<file path="config.mk">
export PLATFORM = sky130hd
export DESIGN_NAME = ghost_sprite_renderer_flat
export DESIGN_NICKNAME = d
export VERILOG_FILES = /design/src/rtl/pacman_pkg.sv /design/src/rtl/ghost_sprite_renderer_if.sv /design/src/rtl/ghost_sprite_rom.sv /design/src/rtl/ghost_sprite_renderer.sv /design/src/flat_wrapper.sv
export SDC_FILE = /design/constraint.sdc
export NUM_CORES = 1
export LEC_CHECK = 0
export ABC_AREA = 1
export ABC_CLOCK_PERIOD_IN_PS = 2900
export BUFFER_PORTS_ARGS = -buffer_cell sky130_fd_sc_hd__buf_2
export CORE_UTILIZATION = 40
export CTS_CLUSTER_SIZE = 20
export DETAILED_ROUTE_END_ITERATION = 10
export GPL_ROUTABILITY_DRIVEN = 0
export PLACE_DENSITY = 0.61
export REMOVE_ABC_BUFFERS = 1
export SLEW_MARGIN = 20
export SYNTH_ARGS = -nofsm -noshare
export SYNTH_HDL_FRONTEND = slang
export SYNTH_SLANG_ARGS = --single-unit
</file>
<file path="constraint.sdc">
create_clock -name clk -period 2.9 [get_ports clk]
set_input_delay 0.145 -clock clk [delete_from_list [all_inputs] [get_ports clk]]
set_output_delay 0.145 -clock clk [all_outputs]
set_load 0.005 [all_outputs]
</file>
<file path="src/rtl/pacman_pkg.sv">
// Shared Pac-Man display definitions: directions, screen size, colours and
// the procedural ghost sprite used to fill the sprite ROM.
package pacman_pkg;

  localparam logic [1:0] DIR_UP    = 2'b00;
  localparam logic [1:0] DIR_DOWN  = 2'b01;
  localparam logic [1:0] DIR_LEFT  = 2'b10;
  localparam logic [1:0] DIR_RIGHT = 2'b11;

  localparam int SCREEN_W = 640;
  localparam int SCREEN_H = 480;

  localparam logic [11:0] RGB_BLACK = 12'h000;
  localparam logic [11:0] RGB_WHITE = 12'hFFF;
  localparam logic [11:0] RGB_PUPIL = 12'h00F;

  typedef enum logic [1:0] {
    PIX_TRANSP = 2'd0,
    PIX_BODY   = 2'd1,
    PIX_EYE    = 2'd2,
    PIX_PUPIL  = 2'd3
  } pix_code_e;

  // 16x16 ghost: rounded dome, two 3x4 eye whites, a 1x2 pupil that looks
  // towards dir, and a skirt on row 15 whose teeth shift with the anim phase.
  function automatic pix_code_e sprite_code(input logic [1:0] dir, input logic phase,
                                            input logic [3:0] r, input logic [3:0] c);
    logic       body;
    logic       in_eye;
    logic [3:0] ec;
    logic [3:0] pr0;
    logic [3:0] pc;
    sprite_code = PIX_TRANSP;
    in_eye = (r >= 4'd5) && (r <= 4'd8) &&
             (((c >= 4'd3) && (c <= 4'd5)) || ((c >= 4'd10) && (c <= 4'd12)));
    ec = (c >= 4'd10) ? (c - 4'd10) : (c - 4'd3);
    case (dir)
      DIR_UP:   begin pr0 = 4'd5; pc = 4'd1; end
      DIR_DOWN: begin pr0 = 4'd7; pc = 4'd1; end
      DIR_LEFT: begin pr0 = 4'd6; pc = 4'd0; end
      default:  begin pr0 = 4'd6; pc = 4'd2; end
    endcase
    if (r == 4'd0)       body = (c >= 4'd4) && (c <= 4'd11);
    else if (r == 4'd1)  body = (c >= 4'd2) && (c <= 4'd13);
    else if (r == 4'd15) body = (c[1] == phase);
    else                 body = 1'b1;
    if (in_eye)
      sprite_code = (((r == pr0) || (r == pr0 + 4'd1)) && (ec == pc)) ? PIX_PUPIL : PIX_EYE;
    else if (body)
      sprite_code = PIX_BODY;
  endfunction

endpackage

</file>
<file path="src/rtl/ghost_sprite_renderer_if.sv">
// Pixel-stream bus between the VGA timing generator, the ghost movement block
// and one ghost renderer.
interface ghost_sprite_renderer_if;
  import pacman_pkg::*;

  // pix_valid qualifies pix_x/pix_y in the same cycle; out_valid is pix_valid
  // delayed two cycles. There is no ready: the renderer accepts every cycle.
  logic                         frame_start;
  logic                         pix_valid;
  logic [$clog2(SCREEN_W)-1:0]  pix_x;
  logic [$clog2(SCREEN_H)-1:0]  pix_y;
  logic [$clog2(SCREEN_W)-1:0]  ghost_x;
  logic [$clog2(SCREEN_H)-1:0]  ghost_y;
  logic [1:0]                   ghost_dir;
  logic                         out_valid;
  logic                         pix_hit;
  logic [11:0]                  pix_rgb;

  modport master (
    output frame_start, pix_valid, pix_x, pix_y, ghost_x, ghost_y, ghost_dir,
    input  out_valid, pix_hit, pix_rgb
  );

  modport slave (
    input  frame_start, pix_valid, pix_x, pix_y, ghost_x, ghost_y, ghost_dir,
    output out_valid, pix_hit, pix_rgb
  );

endinterface

</file>
<file path="src/rtl/ghost_sprite_rom.sv">
// One-cycle synchronous sprite ROM, address {dir, phase, row, col}, 2-bit codes.
module ghost_sprite_rom
  import pacman_pkg::*;
#(
  parameter int SPR_W = 16,
  parameter int SPR_H = 16,
  localparam int CW = $clog2(SPR_W),
  localparam int RW = $clog2(SPR_H),
  localparam int AW = 3 + RW + CW
) (
  input  logic          clk,
  input  logic [AW-1:0] addr,
  output pix_code_e     code
);

  logic [1:0]    dir;
  logic          phase;
  logic [RW-1:0] row;
  logic [CW-1:0] col;
  logic [3:0]    row16;
  logic [3:0]    col16;

  assign {dir, phase, row, col} = addr;

  // The art is drawn on a 16x16 grid; other sprite sizes sample it nearest-neighbour.
  assign row16 = 4'((int'(row) * 16) / SPR_H);
  assign col16 = 4'((int'(col) * 16) / SPR_W);

  always_ff @(posedge clk) begin
    code <= sprite_code(dir, phase, row16, col16);
  end

endmodule

</file>
<file path="src/rtl/ghost_sprite_renderer.sv">
// Per-ghost renderer: frame-latched ghost state, animation counter, box test,
// sprite ROM lookup and colour map in a fixed two-cycle pixel pipeline.
module ghost_sprite_renderer
  import pacman_pkg::*;
#(
  parameter int          SPR_W       = 16,
  parameter int          SPR_H       = 16,
  parameter int          ANIM_FRAMES = 8,
  parameter logic [11:0] BODY_RGB    = 12'hF0F,
  parameter logic [9:0]  RST_X       = 10'd595,
  parameter logic [8:0]  RST_Y       = 9'd435
) (
  input  logic clk,
  input  logic rst,
  ghost_sprite_renderer_if.slave bus
);

  localparam int CW    = $clog2(SPR_W);
  localparam int RW    = $clog2(SPR_H);
  localparam int AW    = 3 + RW + CW;
  localparam int CNT_W = (ANIM_FRAMES > 1) ? $clog2(ANIM_FRAMES) : 1;
  localparam logic [CNT_W-1:0]   CNT_LAST = CNT_W'(ANIM_FRAMES - 1);
  localparam logic signed [10:0] HALF_W   = 11'(SPR_W / 2);
  localparam logic signed [10:0] HALF_H   = 11'(SPR_H / 2);

  logic [9:0]       shadow_x;
  logic [8:0]       shadow_y;
  logic [1:0]       shadow_dir;
  logic [CNT_W-1:0] frame_cnt;
  logic             anim_phase;

  logic signed [10:0] dx;
  logic signed [10:0] dy;
  logic               in_box;
  logic [AW-1:0]      rom_addr;
  pix_code_e          code;
  logic               in_box_d;
  logic               valid_d;
  logic [11:0]        colour;
  logic               hit_next;

  // Ghost state is sampled only at frame_start so a frame never tears.
  always_ff @(posedge clk) begin
    if (rst) begin
      shadow_x   <= RST_X;
      shadow_y   <= RST_Y;
      shadow_dir <= DIR_LEFT;
      frame_cnt  <= '0;
      anim_phase <= 1'b0;
    end else if (bus.frame_start) begin
      shadow_x   <= bus.ghost_x;
      shadow_y   <= bus.ghost_y;
      shadow_dir <= bus.ghost_dir;
      if (frame_cnt == CNT_LAST) begin
        frame_cnt  <= '0;
        anim_phase <= ~anim_phase;
      end else begin
        frame_cnt <= frame_cnt + CNT_W'(1);
      end
    end
  end

  // Signed offsets into the sprite box; negatives clip instead of wrapping.
  assign dx = $signed({1'b0, bus.pix_x}) - $signed({1'b0, shadow_x}) + HALF_W;
  assign dy = $signed({2'b0, bus.pix_y}) - $signed({2'b0, shadow_y}) + HALF_H;
  assign in_box = bus.pix_valid
                  && !dx[10] && (dx[9:0] < 10'(SPR_W))
                  && !dy[10] && (dy[9:0] < 10'(SPR_H));
  assign rom_addr = {shadow_dir, anim_phase, dy[RW-1:0], dx[CW-1:0]};

  ghost_sprite_rom #(.SPR_W(SPR_W), .SPR_H(SPR_H)) u_rom (
    .clk  (clk),
    .addr (rom_addr),
    .code (code)
  );

  always_ff @(posedge clk) begin
    if (rst) begin
      in_box_d <= 1'b0;
      valid_d  <= 1'b0;
    end else begin
      in_box_d <= in_box;
      valid_d  <= bus.pix_valid;
    end
  end

  always_comb begin
    colour = RGB_BLACK;
    case (code)
      PIX_BODY:  colour = BODY_RGB;
      PIX_EYE:   colour = RGB_WHITE;
      PIX_PUPIL: colour = RGB_PUPIL;
      default:   colour = RGB_BLACK;
    endcase
  end

  assign hit_next = in_box_d && (code != PIX_TRANSP);

  always_ff @(posedge clk) begin
    if (rst) begin
      bus.out_valid <= 1'b0;
      bus.pix_hit   <= 1'b0;
      bus.pix_rgb   <= RGB_BLACK;
    end else begin
      bus.out_valid <= valid_d;
      bus.pix_hit   <= hit_next;
      bus.pix_rgb   <= hit_next ? colour : RGB_BLACK;
    end
  end

endmodule

</file>
<file path="src/flat_wrapper.sv">
// flat-port wrapper written by rule: the top's interface ports become plain ports
module ghost_sprite_renderer_flat import pacman_pkg::*;
#(
  parameter int          SPR_W       = 16,
  parameter int          SPR_H       = 16,
  parameter int          ANIM_FRAMES = 8,
  parameter logic [11:0] BODY_RGB    = 12'hF0F,
  parameter logic [9:0]  RST_X       = 10'd595,
  parameter logic [8:0]  RST_Y       = 9'd435
)
  (clk, rst, bus_frame_start, bus_pix_valid, bus_pix_x, bus_pix_y, bus_ghost_x, bus_ghost_y, bus_ghost_dir, bus_out_valid, bus_pix_hit, bus_pix_rgb);
  ghost_sprite_renderer_if bus_i ();
  input  logic clk;
  input  logic rst;
  input wire logic [$bits(bus_i.frame_start)-1:0] bus_frame_start;
  input wire logic [$bits(bus_i.pix_valid)-1:0] bus_pix_valid;
  input wire logic [$bits(bus_i.pix_x)-1:0] bus_pix_x;
  input wire logic [$bits(bus_i.pix_y)-1:0] bus_pix_y;
  input wire logic [$bits(bus_i.ghost_x)-1:0] bus_ghost_x;
  input wire logic [$bits(bus_i.ghost_y)-1:0] bus_ghost_y;
  input wire logic [$bits(bus_i.ghost_dir)-1:0] bus_ghost_dir;
  output wire logic [$bits(bus_i.out_valid)-1:0] bus_out_valid;
  output wire logic [$bits(bus_i.pix_hit)-1:0] bus_pix_hit;
  output wire logic [$bits(bus_i.pix_rgb)-1:0] bus_pix_rgb;
  assign bus_i.frame_start = bus_frame_start;
  assign bus_i.pix_valid = bus_pix_valid;
  assign bus_i.pix_x = bus_pix_x;
  assign bus_i.pix_y = bus_pix_y;
  assign bus_i.ghost_x = bus_ghost_x;
  assign bus_i.ghost_y = bus_ghost_y;
  assign bus_i.ghost_dir = bus_ghost_dir;
  assign bus_out_valid = bus_i.out_valid;
  assign bus_pix_hit = bus_i.pix_hit;
  assign bus_pix_rgb = bus_i.pix_rgb;
  ghost_sprite_renderer #(.SPR_W(SPR_W), .SPR_H(SPR_H), .ANIM_FRAMES(ANIM_FRAMES), .BODY_RGB(BODY_RGB), .RST_X(RST_X), .RST_Y(RST_Y)) u_core (.clk(clk), .rst(rst), .bus(bus_i));
endmodule
</file>
==> run metrics <==
run status=finished clean; FF-to-FF path depth=13; Worst Setup Slack post-DPL=87.83 ps; share of the clock period used by the worst path after layout=91.61%; Synth Flop Type=sky130_fd_sc_hd__dfxtp_1; max-slew violation count=0; number of buffers created by CTS=5; post-synthesis register bit count=34; Total Die Area=7893 um^2; Final Net Count=601; fraction of final layout cells with drive strength greater than 1=16.60%; diode count=0; Switching Share=36.89%; CTS tree=built; crit-path cells=inv_1 -> ha_1 -> ha_1 -> fa_2 -> xor2_2 -> ha_1 -> a21oi_1 -> nand2_4 -> xor2_1 -> o21ai_0 -> nor2_1 -> nand3_1 -> nand2_1; setup repair after global routing missed its margin=no; pin slew with the least headroom to its limit=733.8 ps; worst vdd ir=192.3 uV; ys async rst share=0%; total via count after detailed routing=2876; number of hold violations in the final report=0; residual overflow from global routing=0; Core Box Area=7253 um^2; highest clock rate=376.4 MHz; largest net degree at the start of global routing=30; NetSw=678.1 uW; sequential fraction of the synthesis area=22.56%; initial antenna violation count=0; part of the power in the clock network=31.0%; Max Cap Violations=0; worst path bufs/invs=1; worst relative slew slack=51.03%; Max Clock Skew=5.197 ps; initial core utilization=41.59%; crit path max-delay cell type=sky130_fd_sc_hd__fa_2; Period minus WS final=2657 ps; Crit path largest cell delay=410 ps; required arrival time at the worst endpoint=3100 ps; arrival time of data at the critical path endpoint=2850 ps; DIE WIDTH=88.84 um; Root Buffer=sky130_fd_sc_hd__clkbuf_8; number of global-route vias before repair=2654; count of yosys warnings during synthesis=0; Min-Delay Path Depth=3; Setup Crit Path Kind=flip-flop to flip-flop; number of cells produced by synthesis=462; Die Height=88.84 um; clk_lat worst skew=300 ps; setup slack of the critical path after layout=243.4 ps; area grow syn2layout=15.64%; family with the most delay on the worst path=adder cells; number of setup violations in the final report=0; total of cells resized after clock tree synthesis=0; total negative slack=0 ps; 1st-pass router iterations=4; Cell Int Power=1.160 mW; Register-to-Register Setup Slack=240 ps; Worst path most repeated cell=sky130_fd_sc_hd__ha_1; Crit. path cell count=13; number of sinks handled by clock tree synthesis=34; power density over the cells=527.0 nW/um^2; number of vias per cell=4.707; end of the worst register-to-register path=u_core.u_rom.code[0]$_DFF_P_; all-layer global routing usage=18.49%; part of the power in registers=28.0%; critical hold path startpoint=bus_ghost_x[6]; half-perimeter wire length of the detailed placement result=5094 um; synthesized area=3017 um^2; Worst Hold Endpoint=u_core.shadow_x[6]$_SDFFE_PP1P_; critical path endpoint category=flip-flop; clock buffer depth=2; number of post-CTS setup repair buffers=0; number of placement rows=31; average routed wire per standard cell=10.95 um; Lkg Pwr=1.977 nW; largest fanout on the critical path=7; detailed router's first-iteration violation count=72; post-CTS clock slew at the launch and capture registers of the worst setup and hold paths=80 ps; synthesized area divided by synthesized cell count=6.530 um^2; number of hold buffers added after CTS=0; I/O pin count=58; antenna viol nets, final=0; number of port buffers=57; timing startpoint of the critical path=u_core.shadow_x[1]$_SDFFE_PP1P_; hold crit path type=primary input to flip-flop; reg2reg start=u_core.shadow_x[1]$_SDFFE_PP1P_; global-route wire length before repair=11330 um; wire length after detailed routing=6691 um; share of power burned in combinational logic=41.1%; Post-route DRC=0; sort of element at the start of the critical path=flip-flop; final design utilization=48.09%; number of flops mapped to enable cells by yosys=0; post-synthesis cell type count=33; H-tree depth reported by CTS=2
==> worst reg2reg max path, delay by kind of cell (launching register included) <==
kind | cells | cell delay [ps]
XOR/XNOR | 2 | 380
flip-flops | 1 | 320
buffers and inverters | 1 | 50
AND/OR/NAND/NOR | 4 | 300
AO/OA/AOI/OAI | 2 | 400
adder cells (fa/ha/maj) | 4 | 1130
==> Yosys cell counts, types with 3 or more instances <==
cell	instances	area [um^2]
sky130_fd_sc_hd__xor2_1	5	43.79
sky130_fd_sc_hd__dfxtp_1	34	680.7
sky130_fd_sc_hd__inv_1	80	300.3
sky130_fd_sc_hd__nand3b_1	3	22.52
sky130_fd_sc_hd__a21oi_1	35	175.2
sky130_fd_sc_hd__nor3_1	3	15.01
sky130_fd_sc_hd__nand2_1	116	435.4
sky130_fd_sc_hd__inv_2	3	11.26
sky130_fd_sc_hd__buf_4	9	67.56
sky130_fd_sc_hd__clkbuf_1	8	30.03
sky130_fd_sc_hd__ha_1	44	550.5
sky130_fd_sc_hd__nand3_1	33	165.2
sky130_fd_sc_hd__nand4_1	6	37.54
sky130_fd_sc_hd__nand2_2	6	37.54
sky130_fd_sc_hd__nor2_1	27	101.4
sky130_fd_sc_hd__o21ai_0	28	140.1
==> how the worst max path moves through the flow <==
stage | endpoint | slack (ps)
final | u_core.u_rom.code[0]$_DFF_P_ | 240
after detailed placement | u_core.u_rom.code[0]$_DFF_P_ | 90
after global routing | u_core.u_rom.code[0]$_DFF_P_ | 70
after global placement | u_core.u_rom.code[0]$_DFF_P_ | 200
after CTS | u_core.u_rom.code[0]$_DFF_P_ | 70
after floorplan | u_core.u_rom.code[0]$_DFF_P_ | 290
==> cell type report <==
class / instances / area (um^2)
Clock buffer: 6 / 82.58
Clock inverter: 2 / 60.06
Fill cell: 766 / 3765
Inverter: 84 / 316.6
Multi-Input combinational cell: 327 / 1924
Sequential cell: 34 / 680.7
Tap cell: 99 / 123.9
Timing Repair Buffer: 59 / 300.3
==> metrics by stage <==
step / cells / power [mW] / hold slack [ps] / cell area (um^2)
5_1_grt: 611 / 1.994 / 69.81 / 3488
4_1_cts: 611 / 1.859 / 45.28 / 3486
2_1_floorplan: 445 / 1.095 / 214.1 / 2919
3_3_place_gp: 603 / 1.262 / 353.0 / 3343
3_5_place_dp: 603 / 1.277 / 366.0 / 3343
6_report: 611 / 1.838 / 51.49 / 3488
==> layout by cell type (no fill, tap or decap), types with 2 or more instances in the layout <==
| cell type | synthesis | layout |
|---|---|---|
| sky130_fd_sc_hd__a31oi_1 | 2 | 2 |
| sky130_fd_sc_hd__inv_1 | 80 | 80 |
| sky130_fd_sc_hd__buf_4 | 9 | 2 |
| sky130_fd_sc_hd__buf_2 | 0 | 57 |
| sky130_fd_sc_hd__ha_1 | 44 | 44 |
| sky130_fd_sc_hd__nor3_1 | 3 | 3 |
| sky130_fd_sc_hd__clkbuf_8 | 0 | 6 |
| sky130_fd_sc_hd__nand3b_1 | 3 | 3 |
| sky130_fd_sc_hd__o21ai_1 | 2 | 3 |
| sky130_fd_sc_hd__nand2_1 | 116 | 116 |
| sky130_fd_sc_hd__bufinv_16 | 0 | 2 |
| sky130_fd_sc_hd__nor2_2 | 2 | 2 |
| sky130_fd_sc_hd__a21oi_1 | 35 | 35 |
| sky130_fd_sc_hd__nor2_1 | 27 | 27 |
| sky130_fd_sc_hd__nand4_1 | 6 | 6 |
| sky130_fd_sc_hd__nand2_2 | 6 | 6 |
| sky130_fd_sc_hd__xor2_1 | 5 | 5 |
| sky130_fd_sc_hd__o21bai_1 | 2 | 2 |
| sky130_fd_sc_hd__dfxtp_1 | 34 | 34 |
| sky130_fd_sc_hd__inv_2 | 3 | 3 |
| sky130_fd_sc_hd__nand3_1 | 33 | 33 |
| sky130_fd_sc_hd__o21ai_0 | 28 | 27 |
==> power by group through the flow <==
| stage | logic, mW | clock network, mW | registers (mW) |
|---|---|---|---|
| after CTS | 0.760 | 0.585 | 0.514 |
| final | 0.755 | 0.569 | 0.514 |
| after floorplan | 0.573 | 0 | 0.522 |
| after global routing | 0.875 | 0.601 | 0.518 |
| after detailed placement | 0.752 | 0 | 0.525 |
| after global placement | 0.738 | 0 | 0.524 |
==> cell families (layout without fill, tap and decap cells) <==
kind of cell / Yosys count / after routing / synth area share [%]
AND/OR/NAND/NOR: 199 / 199 / 28.33
flip-flops: 34 / 34 / 22.56
AO/OA/AOI/OAI: 74 / 74 / 12.98
XOR/XNOR: 8 / 8 / 2.821
buffers and inverters: 101 / 151 / 13.73
adder cells (fa/ha/maj): 46 / 46 / 19.58
==> registers in the layout, indices dropped and copies added, names as in the netlist <==
name / cells
u_core.bus.pix_hit: 1
u_core.valid_d: 1
u_core.bus.out_valid: 1
u_core.bus.pix_rgb: 3
u_core.anim_phase: 1
u_core.shadow_x: 10
u_core.shadow_dir: 2
u_core.shadow_y: 9
u_core.in_box_d: 1
u_core.u_rom.code: 2
u_core.frame_cnt: 3
==> per-layer routing <==
layer	up-vias	wire length [um]	global-route usage, %
li1	1558	-	-
met1	1263	3238	22.73
met2	49	3157	33.01
met3	6	210	2.892
met4	0	85	5.718
met5	-	0	0
Power figures use the tool's default switching activity.
